<file path="src/rtl/adder_pkg.sv">
// Shared definitions for the nibble-serial adder: FSM state encodings and
// the nibble width used to slice operands.
package adder_pkg;

    localparam int NIBBLE_W = 4;

    typedef enum logic [1:0] {
        ST_IDLE = 2'd0,
        ST_ADD  = 2'd1,
        ST_DONE = 2'd2
    } state_e;

endpackage : adder_pkg

</file>
<file path="src/rtl/adder_4bit.sv">
// 4-bit ripple-carry adder; the single combinational datapath reused every
// cycle by the nibble-serial front end.
module adder_4bit (
    input  logic [3:0] a,
    input  logic [3:0] b,
    input  logic       cin,
    output logic [3:0] s,
    output logic       cout
);

    logic [4:0] c;

    // Ripple the carry bit by bit so the critical path is one 4-bit chain.
    always_comb begin
        c[0] = cin;
        for (int i = 0; i < 4; i++) begin
            s[i]     = a[i] ^ b[i] ^ c[i];
            c[i + 1] = (a[i] & b[i]) | (c[i] & (a[i] ^ b[i]));
        end
        cout = c[4];
    end

endmodule : adder_4bit

</file>
<file path="src/rtl/nibble_serial_adder.sv">
// WIDTH-bit adder built from one adder_4bit, one nibble per clock, LSB first.
// Operands enter on a valid/ready handshake; the result leaves on another.
// Optional feature: define NIBBLE_SERIAL_OVF_EN to add a registered signed
// overflow flag (out_ovf) presented alongside out_sum.
module nibble_serial_adder
    import adder_pkg::*;
#(
    parameter int WIDTH = 16
) (
    input  logic             clk,
    input  logic             rst_n,
    input  logic             in_valid,
    output logic             in_ready,
    input  logic [WIDTH-1:0] in_a,
    input  logic [WIDTH-1:0] in_b,
    input  logic             in_cin,
    output logic             out_valid,
    input  logic             out_ready,
    output logic [WIDTH-1:0] out_sum,
    output logic             out_cout,
`ifdef NIBBLE_SERIAL_OVF_EN
    output logic             out_ovf,
`endif
    output logic             busy
);

    localparam int NIBBLES = WIDTH / NIBBLE_W;
    localparam int IDX_W   = (NIBBLES > 1) ? $clog2(NIBBLES) : 1;
    localparam logic [IDX_W-1:0] LAST_IDX = IDX_W'(NIBBLES - 1);

    state_e                 state_q, state_d;
    logic [IDX_W-1:0]       nib_idx_q, nib_idx_d;
    logic                   carry_q, carry_d;
    logic [WIDTH-1:0]       op_a_q, op_a_d;
    logic [WIDTH-1:0]       op_b_q, op_b_d;
    logic [WIDTH-1:0]       sum_q, sum_d;
`ifdef NIBBLE_SERIAL_OVF_EN
    logic                   ovf_q, ovf_d;
`endif

    logic [NIBBLE_W-1:0]    nib_a, nib_b, nib_s;
    logic                   nib_cout;

    assign nib_a = op_a_q[NIBBLE_W*nib_idx_q +: NIBBLE_W];
    assign nib_b = op_b_q[NIBBLE_W*nib_idx_q +: NIBBLE_W];

    adder_4bit u_adder (
        .a    (nib_a),
        .b    (nib_b),
        .cin  (carry_q),
        .s    (nib_s),
        .cout (nib_cout)
    );

    // Next-state and datapath updates: capture on accept, one nibble per
    // cycle in ADD, hold the result in DONE until the consumer takes it.
    always_comb begin
        state_d   = state_q;
        nib_idx_d = nib_idx_q;
        carry_d   = carry_q;
        op_a_d    = op_a_q;
        op_b_d    = op_b_q;
        sum_d     = sum_q;
`ifdef NIBBLE_SERIAL_OVF_EN
        ovf_d     = ovf_q;
`endif
        case (state_q)
            ST_IDLE: begin
                if (in_valid) begin
                    op_a_d    = in_a;
                    op_b_d    = in_b;
                    carry_d   = in_cin;
                    nib_idx_d = '0;
                    state_d   = ST_ADD;
                end
            end
            ST_ADD: begin
                sum_d[NIBBLE_W*nib_idx_q +: NIBBLE_W] = nib_s;
                carry_d = nib_cout;
                if (nib_idx_q == LAST_IDX) begin
                    // Index stays at the last nibble; it is reloaded on accept.
                    state_d = ST_DONE;
`ifdef NIBBLE_SERIAL_OVF_EN
                    ovf_d = (op_a_q[WIDTH-1] == op_b_q[WIDTH-1]) &
                            (nib_s[NIBBLE_W-1] != op_a_q[WIDTH-1]);
`endif
                end else begin
                    nib_idx_d = nib_idx_q + 1'b1;
                end
            end
            ST_DONE: begin
                if (out_ready) state_d = ST_IDLE;
            end
            default: state_d = ST_IDLE;
        endcase
    end

    // State and datapath registers; reset discards any partial result.
    always_ff @(posedge clk or negedge rst_n) begin
        if (!rst_n) begin
            state_q   <= ST_IDLE;
            nib_idx_q <= '0;
            carry_q   <= 1'b0;
            op_a_q    <= '0;
            op_b_q    <= '0;
            sum_q     <= '0;
`ifdef NIBBLE_SERIAL_OVF_EN
            ovf_q     <= 1'b0;
`endif
        end else begin
            state_q   <= state_d;
            nib_idx_q <= nib_idx_d;
            carry_q   <= carry_d;
            op_a_q    <= op_a_d;
            op_b_q    <= op_b_d;
            sum_q     <= sum_d;
`ifdef NIBBLE_SERIAL_OVF_EN
            ovf_q     <= ovf_d;
`endif
        end
    end

    assign in_ready  = (state_q == ST_IDLE);
    assign out_valid = (state_q == ST_DONE);
    assign busy      = (state_q != ST_IDLE);
    assign out_sum   = sum_q;
    assign out_cout  = carry_q;
`ifdef NIBBLE_SERIAL_OVF_EN
    assign out_ovf   = ovf_q;
`endif

endmodule : nibble_serial_adder
</file>
<file path="config.mk">
export PLATFORM = sky130hd
export DESIGN_NAME = nibble_serial_adder
export DESIGN_NICKNAME = d
export VERILOG_FILES = /design/src/rtl/adder_pkg.sv /design/src/rtl/adder_4bit.sv /design/src/rtl/nibble_serial_adder.sv
export SDC_FILE = /design/constraint.sdc
export NUM_CORES = 1
export LEC_CHECK = 0
export CORE_UTILIZATION = 26
export CTS_CLUSTER_SIZE = 12
export DETAILED_ROUTE_END_ITERATION = 6
export DONT_BUFFER_PORTS = 1
export SYNTH_ARGS = -nofsm -noshare
export SYNTH_HDL_FRONTEND = slang
export SYNTH_SLANG_ARGS = --single-unit
</file>
<file path="constraint.sdc">
create_clock -name clk -period 3.8 [get_ports clk]
set_input_delay 0.57 -clock clk [delete_from_list [all_inputs] [get_ports clk]]
set_output_delay 0.57 -clock clk [all_outputs]
set_load 0.01 [all_outputs]
</file>
# After elaboration in Yosys (flattened, before gate mapping)

Cells that the tools add are included.

Equality and inequality tests: 7
Shift-type cells: 4
Reductions and logical operators: 7
Mux-type cells: 10
Add/subtract/negate cells: 2
Bitwise gates (word level): 20

Operators with widths:

| cell                      | count |
|---|---|
| $neg A4 Y34               | 1 |
| $shift A4 B34 Y16 const A | 1 |
| $shiftx A4 B34 Y16        | 1 |
| $shiftx A16 B5 Y4         | 2 |
| $bwmux W16                | 1 |
| $mux W2                   | 5 |
| $and A1 B1 Y1             | 8 |
| $xor A1 B1 Y1             | 8 |
| $ne A2 B2 Y1 const B      | 3 |
| $pmux W2 S3               | 1 |
| $reduce_and A3 Y1         | 2 |
| $eq A2 B2 Y1 const B      | 2 |
| $or A1 B1 Y1              | 4 |
| $pmux W2 S2               | 1 |
| $reduce_and A2 Y1         | 2 |
| $reduce_bool A2 Y1        | 2 |
| $add A2 B1 Y2 const B     | 1 |
| $eq A2 B1 Y1 const B      | 1 |
| $logic_not A2 Y1          | 1 |
| $ne A2 B1 Y1 const B      | 1 |
| $pmux W1 S2               | 1 |
| $mux W1                   | 1 |

Register bits: 53
Input bits: 37
Output and inout port bits: 20
Logic and storage cells: 56

# Longest topological paths before layout

Gate-level depths: netlist (run 1).

Word-level depth: 11
Mapped depth: 9
Depth with buffers taken out: 7

# Hierarchy

From an unflattened synthesis (run 1), not the netlist that was laid out.

Cell total of the unflattened synthesis: 195
Area, all modules: 2588.7 um^2

By module, submodules not included:

| module              | cells an instance | times used | area an instance (um^2) | sequential area each (um^2) |
|---|---|---|---|---|
| nibble_serial_adder | 181               | 1          | 2471.1                  | 1326.3 |
| adder_4bit          | 14                | 1          | 117.6                   | 0.0 |

# Least setup slack after synthesis (run 1)

Ideal clock, no wire load.

Kind: register to register
From: reg nib_idx_q[0]
To: reg sum_q[11], in the netlist out_sum[11]
Buffers on the path: 2
Cell stages (with the launch flop): 10
Library setup time: 96 ps
Arrival: 3311 ps
Required time: 3704 ps
Slack: 393 ps
Period minus slack after synthesis: 3407 ps
Cell sequence: dfrtp_1 > buf_2 > buf_2 > mux4_2 > fa_1 > fa_1 > fa_1 > fa_1 > nand2b_1 > o31ai_1

Cells in the longest elaborated chain, start to end: 11
Elaborated cells between the ends (all ways): 23
Classes of those cells: add/sub: 1; shift: 4; mux: 1; bitwise: 17

RTL lines:

| element                                     | line                                                 | source |
|---|---|---|
| start: declaration                          | nibble_serial_adder.sv:32                            | `logic [IDX_W-1:0] nib_idx_q, nib_idx_d;` |
| start signal: assignment                    | nibble_serial_adder.sv:112                           | `nib_idx_q <= nib_idx_d;` |
| $shiftx A16 B5 Y4, on equally long branches | nibble_serial_adder.sv:44, nibble_serial_adder.sv:45 |  |
| $xor A1 B1 Y1                               | adder_4bit.sv:17, adder_4bit.sv:18                   |  |
| $and A1 B1 Y1                               | adder_4bit.sv:18                                     | `c[i + 1] = (a[i] & b[i]) \| (c[i] & (a[i] ^ b[i]));` |
| $or A1 B1 Y1                                | adder_4bit.sv:18                                     |  |
| $and A1 B1 Y1                               | adder_4bit.sv:18                                     |  |
| $or A1 B1 Y1                                | adder_4bit.sv:18                                     |  |
| $and A1 B1 Y1                               | adder_4bit.sv:18                                     |  |
| $or A1 B1 Y1                                | adder_4bit.sv:18                                     |  |
| $xor A1 B1 Y1                               | adder_4bit.sv:17                                     | `s[i] = a[i] ^ b[i] ^ c[i];` |
| $shiftx A4 B34 Y16                          | nibble_serial_adder.sv:78                            | `sum_d[NIBBLE_W*nib_idx_q +: NIBBLE_W] = nib_s;` |
| $bwmux W16 (*)                              | nibble_serial_adder.sv:78                            |  |
| end signal: assignment                      | nibble_serial_adder.sv:116                           | `sum_q <= sum_d;` |
| end: declaration                            | nibble_serial_adder.sv:36                            | `logic [WIDTH-1:0] sum_q, sum_d;` |

Mark *: on every way between the ends. The rest lies on a longest branch, timed or not.
A chain may end at the register's enable or synchronous reset.

# Final worst setup path (run 1)

Same ends and word-level chain as after synthesis.

==> load_flow_metrics.sql, run 1 <==
INSERT INTO impl_metrics (metric_group, metric, value, unit) VALUES
('synthesis', 'synthSimpleGateAreaFrac', '8.74', '%'),
('timing', 'layout_worst_path_cycle_share', '83.4', '%'),
('timing', 'final.setup_skew', '0.00886', 'ns'),
('run', 'max_cap_viol_count', '0', ''),
('cells_and_area', 'fin_nets', '234', ''),
('synthesis', 'synthesis.nets', '233', ''),
('synthesis', 'post_synth_xor_area_fraction', '0', '%'),
('cells_and_area', 'end_of_flow_core_utilization', '29.5', '%'),
('critical_path', 'worst_path_buf_inv', '0', ''),
('placement', 'gp_congestion', '0.745', ''),
('pwr', 'p_leak', '1.22', 'nW'),
('critical_path', 'critical_path.cell_chain', 'mux4_2 > fa_1 > fa_1 > fa_1 > fa_1 > nand2b_1 > o31ai_1', ''),
('cells_and_area', 'area.growth.synth_to_final', '10.0', '%'),
('hold_path', 'min-delay-path-class', 'in2async', ''),
('global_routing', 'via_count_of_the_first_global_routing_pass', '1569', ''),
('pwr', 'p_int', '1.71', 'mW'),
('pwr', 'powerDensity', '954', 'mW/mm^2'),
('synthesis', 'netlist.top_cell.by_area', 'dfrtp_1', ''),
('cts', 'cts-buffers-inserted', '5', ''),
('cts', 'cts.repair_timing.setup_buffer_count', '0', ''),
('global_routing', 'grt_pass1_wl', '8.17', 'mm'),
('die', 'die_h', '102', 'um'),
('global_routing', 'groute.usage.overall', '10.5', '%'),
('detailed_routing', 'routed_vias', '1405', ''),
('die', 'num_rows', '36', ''),
('synthesis', 'seq_cells_post_synth', '53', ''),
('timing', 'report.final.slew_viol_count', '0', ''),
('critical_path', 'r2r_start', 'nib_idx_q[0]', ''),
('synthesis', 'synthCells', '186', ''),
('synthesis', 'synth_top_area_share', '50.9', '%'),
('synthesis', 'synth_top_family_by_area', 'multiplexers', ''),
('outcome', 'outcome', 'finished, final reports clean', ''),
('placement', 'dp.final_hpwl', '3.82', 'mm'),
('cts', 'clock_latency', '0.31', 'ns'),
('detailed_routing', 'wl_per_cell', '15.8', 'um'),
('die', 'die_area', '0.0104', 'mm^2'),
('synthesis', 'most_frequent_cells_after_synthesis', 'dfrtp_1, mux2_4, nand2_1', ''),
('critical_path', 'critical-path-top-cell-by-count', 'fa_1', ''),
('timing', 'timing.max_slew.rel_slack', '60.1', '%'),
('synthesis', 'synth-compound-area-share', '6.00', '%'),
('die', 'core-area', '0.00973', 'mm^2'),
('cts', 'cts.htree.levels', '2', ''),
('synthesis', 'syn_area_per_cell', '14.0', 'um^2'),
('cells_and_area', 'diodes', '0', ''),
('synthesis', 'synth.area.mux_share', '25.1', '%'),
('synthesis', 'dominant_synthesized_flop_cell', 'dfrtp_1', ''),
('critical_path', 'critical_path_required', '4.01', 'ns'),
('cts', 'clk_path_buf_depth', '2', ''),
('cts', 'ctsResizeCount', '0', ''),
('cells_and_area', 'final-seq-area', '0.00133', 'mm^2'),
('cells_and_area', 'layout.filler_cells', '1032', ''),
('pwr', 'power_switching_share', '37.4', '%'),
('pwr', 'net-switching-power', '1.02', 'mW'),
('timing', 'achievable-frequency', '0.316', 'GHz'),
('global_routing', 'antenna_violations_before_repair', '0', ''),
('synthesis', 'ys_warn_count', '0', ''),
('detailed_routing', 'drc_errors', '0', ''),
('timing', 'hold_viol_final', '0', ''),
('detailed_routing', 'per_cell_via_count_in_the_routed_design', '4.38', ''),
('critical_path', 'number_of_cells_on_the_worst_reg_to_reg_path', '7', ''),
('synthesis', 'synth_edf_count', '0', ''),
('cells_and_area', 'multiInputGateArea', '0.00119', 'mm^2'),
('critical_path', 'crit-reg2reg-capture', 'out_sum[11]', ''),
('pwr', 'power_frac_comb', '47.2', '%'),
('critical_path', 'critical_path_arrival', '3.38', 'ns'),
('synthesis', 'synthMostInstantiatedCell', 'dfrtp_1', ''),
('critical_path', 'timing.critical_path.from_type', 'flip-flop', ''),
('synthesis', 'post_synth_num_cell_types', '25', ''),
('critical_path', 'timing.critical_path.to_type', 'flip-flop', ''),
('die', 'start_util', '26.8', '%'),
('critical_path', 'timing.reg2reg.setup_slack', '0.63', 'ns');
## per-stage QoR
stage          hold slack, ns  area, um^2  std cells  setup slack (ns)  power [mW]
6_report                0.111        2870        321             0.631        2.73
3_5_place_dp            0.276        2720        312             0.653        2.36
2_1_floorplan           0.274        2610        186             0.393        2.07
3_3_place_gp            0.276        2720        312             0.688        2.34
5_1_grt                 0.112        2870        321             0.401        2.98
4_1_cts                 0.111        2870        321             0.623        2.78
## cell families (layout without fill, tap and decap cells)
group / after synthesis / count (layout)
fa+ha+maj: 10 / 10
flops: 53 / 53
buf+inv: 14 / 16
compound gates: 24 / 24
mux: 40 / 40
simple gates: 45 / 45
## layout by cell type (no fill, tap or decap), types with 2 or more instances in the layout
master    Yosys  layout
dfrtp_1      53      53
fa_1          4       4
o31ai_1      13      13
nand2_1      23      23
clkbuf_8      0       6
o21ai_0       7       7
mux2_2        2       2
nor2_1        3       3
nand2b_1      5       5
a21oi_1       3       3
inv_1         5       5
buf_4         0       2
nand3_1       4       4
nand3b_1      4       4
ha_1          6       6
mux2_4       30      30
mux4_2        8       8
## worst max path at each step
stage / from / to / slack [ns] / depth (start not counted)
after detailed placement: nib_idx_q[0] / out_sum[11] / 0.65 / 7
after global routing: nib_idx_q[0] / out_sum[11] / 0.40 / 7
after floorplan: nib_idx_q[0] / out_sum[11] / 0.39 / 9
after global placement: nib_idx_q[0] / out_sum[7] / 0.69 / 7
after CTS: nib_idx_q[0] / out_sum[11] / 0.62 / 7
final: nib_idx_q[0] / out_sum[11] / 0.63 / 7
## cell type report
cell class | count | share of cell area, %
sequential | 53 | 46.3
timing repair buffer | 3 | 1.48
inverter | 5 | 0.655
clock inverter | 2 | 1.31
tap | 133 | 5.81
multi-input combinational | 119 | 41.6
clock buffer | 6 | 2.88
## registers in the layout (all words and copies together) (netlist names)
register	cells
nib_idx_q	2
op_a_q	16
op_b_q	16
out_cout	1
out_sum	16
state_q	2
## worst register-to-register path: stages, from the launching register on
cell and delay (ns):
dfrtp_1 0.46, mux4_2 0.54, fa_1 0.42, fa_1 0.39, fa_1 0.40, fa_1 0.53
nand2b_1 0.10, o31ai_1 0.24
## layer usage
layer	up-vias	wire [um]	track usage [%]
met5	-	0	0
met4	0	23	2.64
met3	3	396	4.10
met2	43	2430	17.6
met1	704	2220	12.6
li1	655	-	-
## power by group through the flow
stage / Clock (mW) / Sequential, mW / Combinational [mW]
global route: 0.434 / 1.09 / 1.46
global placement: 0 / 1.06 / 1.28
floorplan: 0 / 0.971 / 1.10
detailed placement: 0 / 1.06 / 1.30
CTS: 0.413 / 1.05 / 1.32
finish: 0.396 / 1.05 / 1.29
(Power assumes the default switching activity.)
==> run 2, diff against run 1 <==
Clock period 3.8 ns to 2.6 ns, I/O delays scaled along.
==> load_flow_metrics.sql, run 2 (same netlist as run 1, synthesis figures left out) <==
INSERT INTO impl_metrics (metric_group, metric, value, unit) VALUES
('outcome', 'outcome', 'finished with violations', ''),
('outcome', 'failed_checks', 'setup timing', ''),
('die', 'core-area', '0.00973', 'mm^2'),
('detailed_routing', 'drt_iter0_markers', '51', ''),
('die', 'die_area', '0.0104', 'mm^2'),
('die', 'start_util', '26.8', '%'),
('detailed_routing', 'detail_route_met2_wl', '2.53', 'mm'),
('detailed_routing', 'dr.pass1.iters', '6', ''),
('cts', 'cts-buffers-inserted', '5', ''),
('critical_path', 'worstSetupPathType', 'reg2reg', ''),
('hold_path', 'hold_start', 'out_ready', ''),
('timing', 'final.min_clock_period', '2.94', 'ns'),
('detailed_routing', 'drc_errors', '0', ''),
('timing', 'setup_slack', '-0.338', 'ns'),
('timing', 'hold_viol_final', '0', ''),
('critical_path', 'critPathSlowestCell', 'mux4_2', ''),
('placement', 'pre_cts_ws', '-0.380', 'ns'),
('critical_path', 'crit_path_max_fanout', '4', ''),
('hold_path', 'min-delay-path-class', 'in2reg', ''),
('pwr', 'p_leak', '1.27', 'nW'),
('detailed_routing', 'route.final.wire_length', '5.33', 'mm'),
('die', 'die_h', '102', 'um'),
('pwr', 'ir_drop_worst_vdd', '0.541', 'mV'),
('global_routing', 'antenna_violations_before_repair', '0', ''),
('placement', 'io_buffers', '0', ''),
('detailed_routing', 'detailed_route_wirelength_on_metal3', '377', 'um'),
('critical_path', 'worst_path_dominant_cell_family', 'adder cells', ''),
('timing', 'timing.max_slew.rel_slack', '61.0', '%'),
('timing', 'tightestPinTransition', '0.585', 'ns'),
('detailed_routing', 'routed_vias', '1448', ''),
('critical_path', 'timing.critical_path.to_type', 'flip-flop', ''),
('cts', 'cts.htree.levels', '2', ''),
('die', 'fp.dieW', '102', 'um'),
('cells_and_area', 'final-seq-area', '0.00133', 'mm^2'),
('critical_path', 'critical_path.max_stage_delay', '0.53', 'ns'),
('run', 'max_cap_viol_count', '0', ''),
('hold_path', 'min_to', 'state_q[1]', ''),
('critical_path', 'critical_path.cell_chain', 'mux4_2 > fa_2 > fa_2 > fa_2 > fa_1 > nand2b_1 > o31ai_1', ''),
('global_routing', 'groute.usage.overall', '10.8', '%'),
('cells_and_area', 'diodes', '0', ''),
('timing', 'achievable-frequency', '0.340', 'GHz'),
('cts', 'tritoncts', 'done', ''),
('pwr', 'powerDensity', '1480', 'mW/mm^2'),
('cts', 'worst_setup_hold_path_clk_slew', '0.09', 'ns'),
('die', 'num_rows', '36', ''),
('timing', 'layout_worst_path_cycle_share', '113', '%'),
('timing', 'timing.final.setup_violations', '7', ''),
('critical_path', 'critical_path_arrival', '3.15', 'ns'),
('timing', 'grt_setup_unrepaired', 'true', ''),
('cells_and_area', 'multiInputGateArea', '0.00122', 'mm^2'),
('placement', 'gp_congestion', '0.777', ''),
('cells_and_area', 'end_of_flow_core_utilization', '30.4', '%'),
('cts', 'clockRootBuffer', 'clkbuf_8', ''),
('die', 'num_io_pins', '57', ''),
('critical_path', 'timing.critical_path.from_type', 'flip-flop', ''),
('critical_path', 'number_of_cells_on_the_worst_reg_to_reg_path', '7', ''),
('detailed_routing', 'wl_per_cell', '16.2', 'um'),
('detailed_routing', 'per_cell_via_count_in_the_routed_design', '4.39', ''),
('global_routing', 'grt_overflow', '0', ''),
('cells_and_area', 'layout.filler_cells', '1011', ''),
('cts', 'clock_latency', '0.30', 'ns'),
('timing', 'final.setup_skew', '0.00347', 'ns'),
('cells_and_area', 'fin_nets', '244', ''),
('hold_path', 'hold_path_depth', '1', ''),
('critical_path', 'crit-reg2reg-capture', 'out_sum[7]', ''),
('detailed_routing', 'route.antenna.remaining_nets', '0', ''),
('global_routing', 'via_count_of_the_first_global_routing_pass', '1544', ''),
('cells_and_area', 'area.growth.synth_to_final', '13.6', '%'),
('critical_path', 'critical_path_required', '2.81', 'ns'),
('cts', 'tritoncts_num_sinks', '53', ''),
('detailed_routing', 'detail_route.wirelength.met1', '2.36', 'mm'),
('cells_and_area', 'most_frequent_standard_cell_in_the_layout_excluding_fill_and_tap_cells', 'dfrtp_1', ''),
('global_routing', 'grt_pass1_wl', '8.22', 'mm'),
('cells_and_area', 'fraction_of_final_layout_cells_with_drive_strength_greater_than_1', '36.0', '%'),
('critical_path', 'worst_path_buf_inv', '0', ''),
('critical_path', 'critical-path-top-cell-by-count', 'fa_2', ''),
('cells_and_area', 'most-common-layout-cells', 'dfrtp_1, mux2_4, nand2_1, o31ai_1, buf_4', ''),
('placement', 'dp.final_hpwl', '3.90', 'mm'),
('timing', 'report.final.slew_viol_count', '0', ''),
('critical_path', 'r2r_start', 'nib_idx_q[0]', ''),
('cts', 'clk_path_buf_depth', '2', ''),
('critical_path', 'timing.reg2reg.setup_slack', '-0.34', 'ns'),
('global_routing', 'grt_max_degree', '54', ''),
('detailed_routing', 'top_signal_layer_used', 'met4', '');
[run 2: changes by cell type in the layout (fill, tap and decap cells not counted), sizes merged]
cell and delta:
buf +9, clkbuf -1, clkinv +1, clkinvlp -1, dlygate4sd3 +1
[run 2: how the worst max path moves through the flow]
| stage | from | endpoint | slack (ns) | cells past startpoint |
|---|---|---|---|---|
| global placement | nib_idx_q[0] | out_sum[11] | -0.31 | 7 |
| floorplan | nib_idx_q[0] | out_sum[11] | -0.47 | 9 |
| CTS | nib_idx_q[0] | out_sum[11] | -0.40 | 7 |
| detailed placement | nib_idx_q[0] | out_sum[11] | -0.38 | 7 |
| global route | nib_idx_q[0] | out_sum[11] | -0.44 | 7 |
| finish | nib_idx_q[0] | out_sum[7] | -0.34 | 7 |
[run 2: through the flow]
stage               setup TNS (ns)  instance area [um^2]  total power, mW  hold WS [ns]  instances
global route                 -2.37                  2960             4.71         0.150        330
finish                       -1.53                  2960             4.38         0.159        330
detailed placement           -1.91                  2790             3.65        0.0958        320
CTS                          -1.89                  2940             4.31         0.151        329
floorplan                    -2.65                  2630             3.08        0.0944        186
global placement             -1.44                  2790             3.59        0.0959        320
[run 2: power breakdown]
group          switching (mW)  internal (mW)
Combinational            1.08           1.23
Clock                   0.263          0.280
Sequential              0.327           1.20
Total                    1.67           2.71
[run 2: repair_timing]
item                                    in CTS  in global routing
setup buffers                                0                  1
endpoints found under the setup margin       8                  9
hold endpoints to repair                    53                  0
pin swaps                                    0                  1
hold buffers                                 2                  0
gates resized for setup                      2                  4
[run 2: layer usage]
layer,vias to the layer above,track usage [%]
li1,680,-
met1,716,13.8
met2,45,17.1
met3,7,4.17
met4,0,2.86
met5,-,0
[run 2: layout make-up]
type,count,area share (%)
flip-flops and latches,53,44.9
multi-input cells,119,41.3
well taps,133,5.62
repair buffers,13,4.06
clock buffers,5,2.33
clock inverters,2,1.18
inverters,5,0.634
==> run 3, diff against run 2 <==
Settings changed: PLACE_DENSITY set to 0.47, SKIP_CTS_REPAIR_TIMING set to 1.
==> load_flow_metrics.sql, run 3 (same netlist as run 1, synthesis figures left out) <==
INSERT INTO impl_metrics (metric_group, metric, value, unit) VALUES
('outcome', 'outcome', 'finished with violations', ''),
('outcome', 'failed_checks', 'setup timing', ''),
('die', 'start_util', '26.8', '%'),
('critical_path', 'worstSetupPathType', 'reg2reg', ''),
('placement', 'gp_congestion', '0.712', ''),
('critical_path', 'critical_path_required', '2.82', 'ns'),
('pwr', 'p_leak', '1.29', 'nW'),
('cells_and_area', 'layout.filler_cells', '1013', ''),
('timing', 'achievable-frequency', '0.339', 'GHz'),
('cts', 'tritoncts_num_sinks', '53', ''),
('cells_and_area', 'area.growth.synth_to_final', '14.7', '%'),
('die', 'core-area', '0.00973', 'mm^2'),
('cells_and_area', 'fraction_of_final_layout_cells_with_drive_strength_greater_than_1', '35.8', '%'),
('cts', 'cts-buffers-inserted', '5', ''),
('pwr', 'powerDensity', '1450', 'mW/mm^2'),
('critical_path', 'timing.critical_path.from_type', 'flip-flop', ''),
('die', 'num_rows', '36', ''),
('cts', 'cts.htree.levels', '2', ''),
('run', 'max_cap_viol_count', '0', ''),
('pwr', 'ir_drop_worst_vdd', '0.576', 'mV'),
('detailed_routing', 'drc_errors', '0', ''),
('detailed_routing', 'dr.pass1.iters', '4', ''),
('cts', 'clockRootBuffer', 'clkbuf_8', ''),
('cells_and_area', 'most_frequent_standard_cell_in_the_layout_excluding_fill_and_tap_cells', 'dfrtp_1', ''),
('critical_path', 'timing.critical_path.to_type', 'flip-flop', ''),
('global_routing', 'grt_max_degree', '54', ''),
('critical_path', 'crit_path_max_fanout', '5', ''),
('die', 'num_io_pins', '57', ''),
('cells_and_area', 'fin_area', '0.00299', 'mm^2'),
('cts', 'tritoncts', 'done', ''),
('global_routing', 'grt_pass1_wl', '8.11', 'mm'),
('timing', 'final.min_clock_period', '2.95', 'ns'),
('die', 'fp.dieW', '102', 'um'),
('placement', 'dp.final_hpwl', '3.88', 'mm'),
('global_routing', 'groute.usage.overall', '10.5', '%'),
('cells_and_area', 'fin_nets', '247', ''),
('cells_and_area', 'multiInputGateArea', '0.00122', 'mm^2'),
('timing', 'grt_setup_unrepaired', 'true', ''),
('timing', 'timing.max_slew.rel_slack', '59.0', '%'),
('cells_and_area', 'diodes', '0', ''),
('cts', 'worst_setup_hold_path_clk_slew', '0.10', 'ns'),
('timing', 'tns', '-1.49', 'ns'),
('detailed_routing', 'wl_per_cell', '15.8', 'um'),
('placement', 'dpl.cell_count', '323', ''),
('critical_path', 'critical_path_arrival', '3.17', 'ns'),
('detailed_routing', 'route.antenna.remaining_nets', '0', ''),
('global_routing', 'antenna_violations_before_repair', '0', ''),
('hold_path', 'min-delay-path-class', 'in2reg', ''),
('timing', 'layout_worst_path_cycle_share', '113', '%'),
('timing', 'report.final.slew_viol_count', '0', ''),
('global_routing', 'via_count_of_the_first_global_routing_pass', '1539', ''),
('timing', 'final.setup_skew', '0.00953', 'ns'),
('critical_path', 'timing.reg2reg.setup_slack', '-0.35', 'ns'),
('timing', 'timing.final.setup_violations', '7', ''),
('placement', 'postPlaceCellArea', '0.00281', 'mm^2'),
('cells_and_area', 'final-seq-area', '0.00133', 'mm^2'),
('timing', 'setup_slack', '-0.347', 'ns'),
('timing', 'hold_viol_final', '0', ''),
('detailed_routing', 'drt_iter0_markers', '58', ''),
('cts', 'clock_latency', '0.30', 'ns'),
('die', 'die_area', '0.0104', 'mm^2'),
('cts', 'clk_path_buf_depth', '2', ''),
('global_routing', 'grt_overflow', '0', ''),
('detailed_routing', 'routed_vias', '1463', ''),
('detailed_routing', 'per_cell_via_count_in_the_routed_design', '4.38', ''),
('cells_and_area', 'most-common-layout-cells', 'dfrtp_1, mux2_4, nand2_1, buf_4, o31ai_1', ''),
('die', 'die_h', '102', 'um'),
('cells_and_area', 'finish.cell_count_without_fillers', '334', ''),
('timing', 'tightestPinTransition', '0.615', 'ns'),
('detailed_routing', 'route.final.wire_length', '5.28', 'mm'),
('placement', 'io_buffers', '0', '');
-- run 3: cell type report --
| cell class | count | area share (%) |
|---|---|---|
| multi-input combinational | 119 | 40.7 |
| clock buffer | 7 | 2.89 |
| clock inverter | 1 | 1.00 |
| inverter | 5 | 0.628 |
| tap | 133 | 5.57 |
| sequential | 53 | 44.4 |
| timing repair buffer | 16 | 4.77 |
-- run 3: layer usage --
metal	share of wire, %	global-route usage [%]	up-vias
li1	-	-	690
met1	45	13.7	728
met2	46	16.3	41
met3	7.4	4.10	4
met4	0.76	3.08	0
met5	0	0	-
-- run 3: worst max-delay path, stage by stage (launching register included) --
cell and delay [ns]:
dfrtp_2 0.43, mux4_2 0.53, fa_2 0.37, fa_2 0.35, fa_2 0.35, fa_1 0.52, nand2b_1 0.11, o31ai_1 0.20
-- run 3: through the flow --
| stage | util, % | worst slack (ns) | power [mW] | hold slack, ns |
|---|---|---|---|---|
| 3_5_place_dp | 28.9 | -0.404 | 3.65 | 0.0959 |
| 2_1_floorplan | - | -0.474 | 3.08 | 0.0944 |
| 4_1_cts | 30.1 | -0.429 | 4.25 | -0.247 |
| 6_report | 30.7 | -0.347 | 4.32 | 0.159 |
| 5_1_grt | 30.7 | -0.452 | 4.66 | 0.151 |
| 3_3_place_gp | 28.9 | -0.328 | 3.62 | 0.0960 |
-- run 3: final timing paths --
path | start | to | cells past startpoint
max in group asynchronous | rst_n | nib_idx_q[0] | 2
min reg2reg | op_a_q[3] | op_a_q[3] | 1
min | out_ready | state_q[1] | 1
min in group asynchronous | rst_n | out_sum[13] | 2
max reg2reg | nib_idx_q[0] | out_sum[15] | 7
max | nib_idx_q[0] | out_sum[15] | 7
-- run 3: power by group --
group / switching [mW] / internal [mW] / leakage, nW / total (mW)
Combinational: 1.03 / 1.18 / 0.572 / 2.21
Sequential: 0.321 / 1.20 / 0.657 / 1.52
Clock: 0.274 / 0.315 / 0.0585 / 0.589
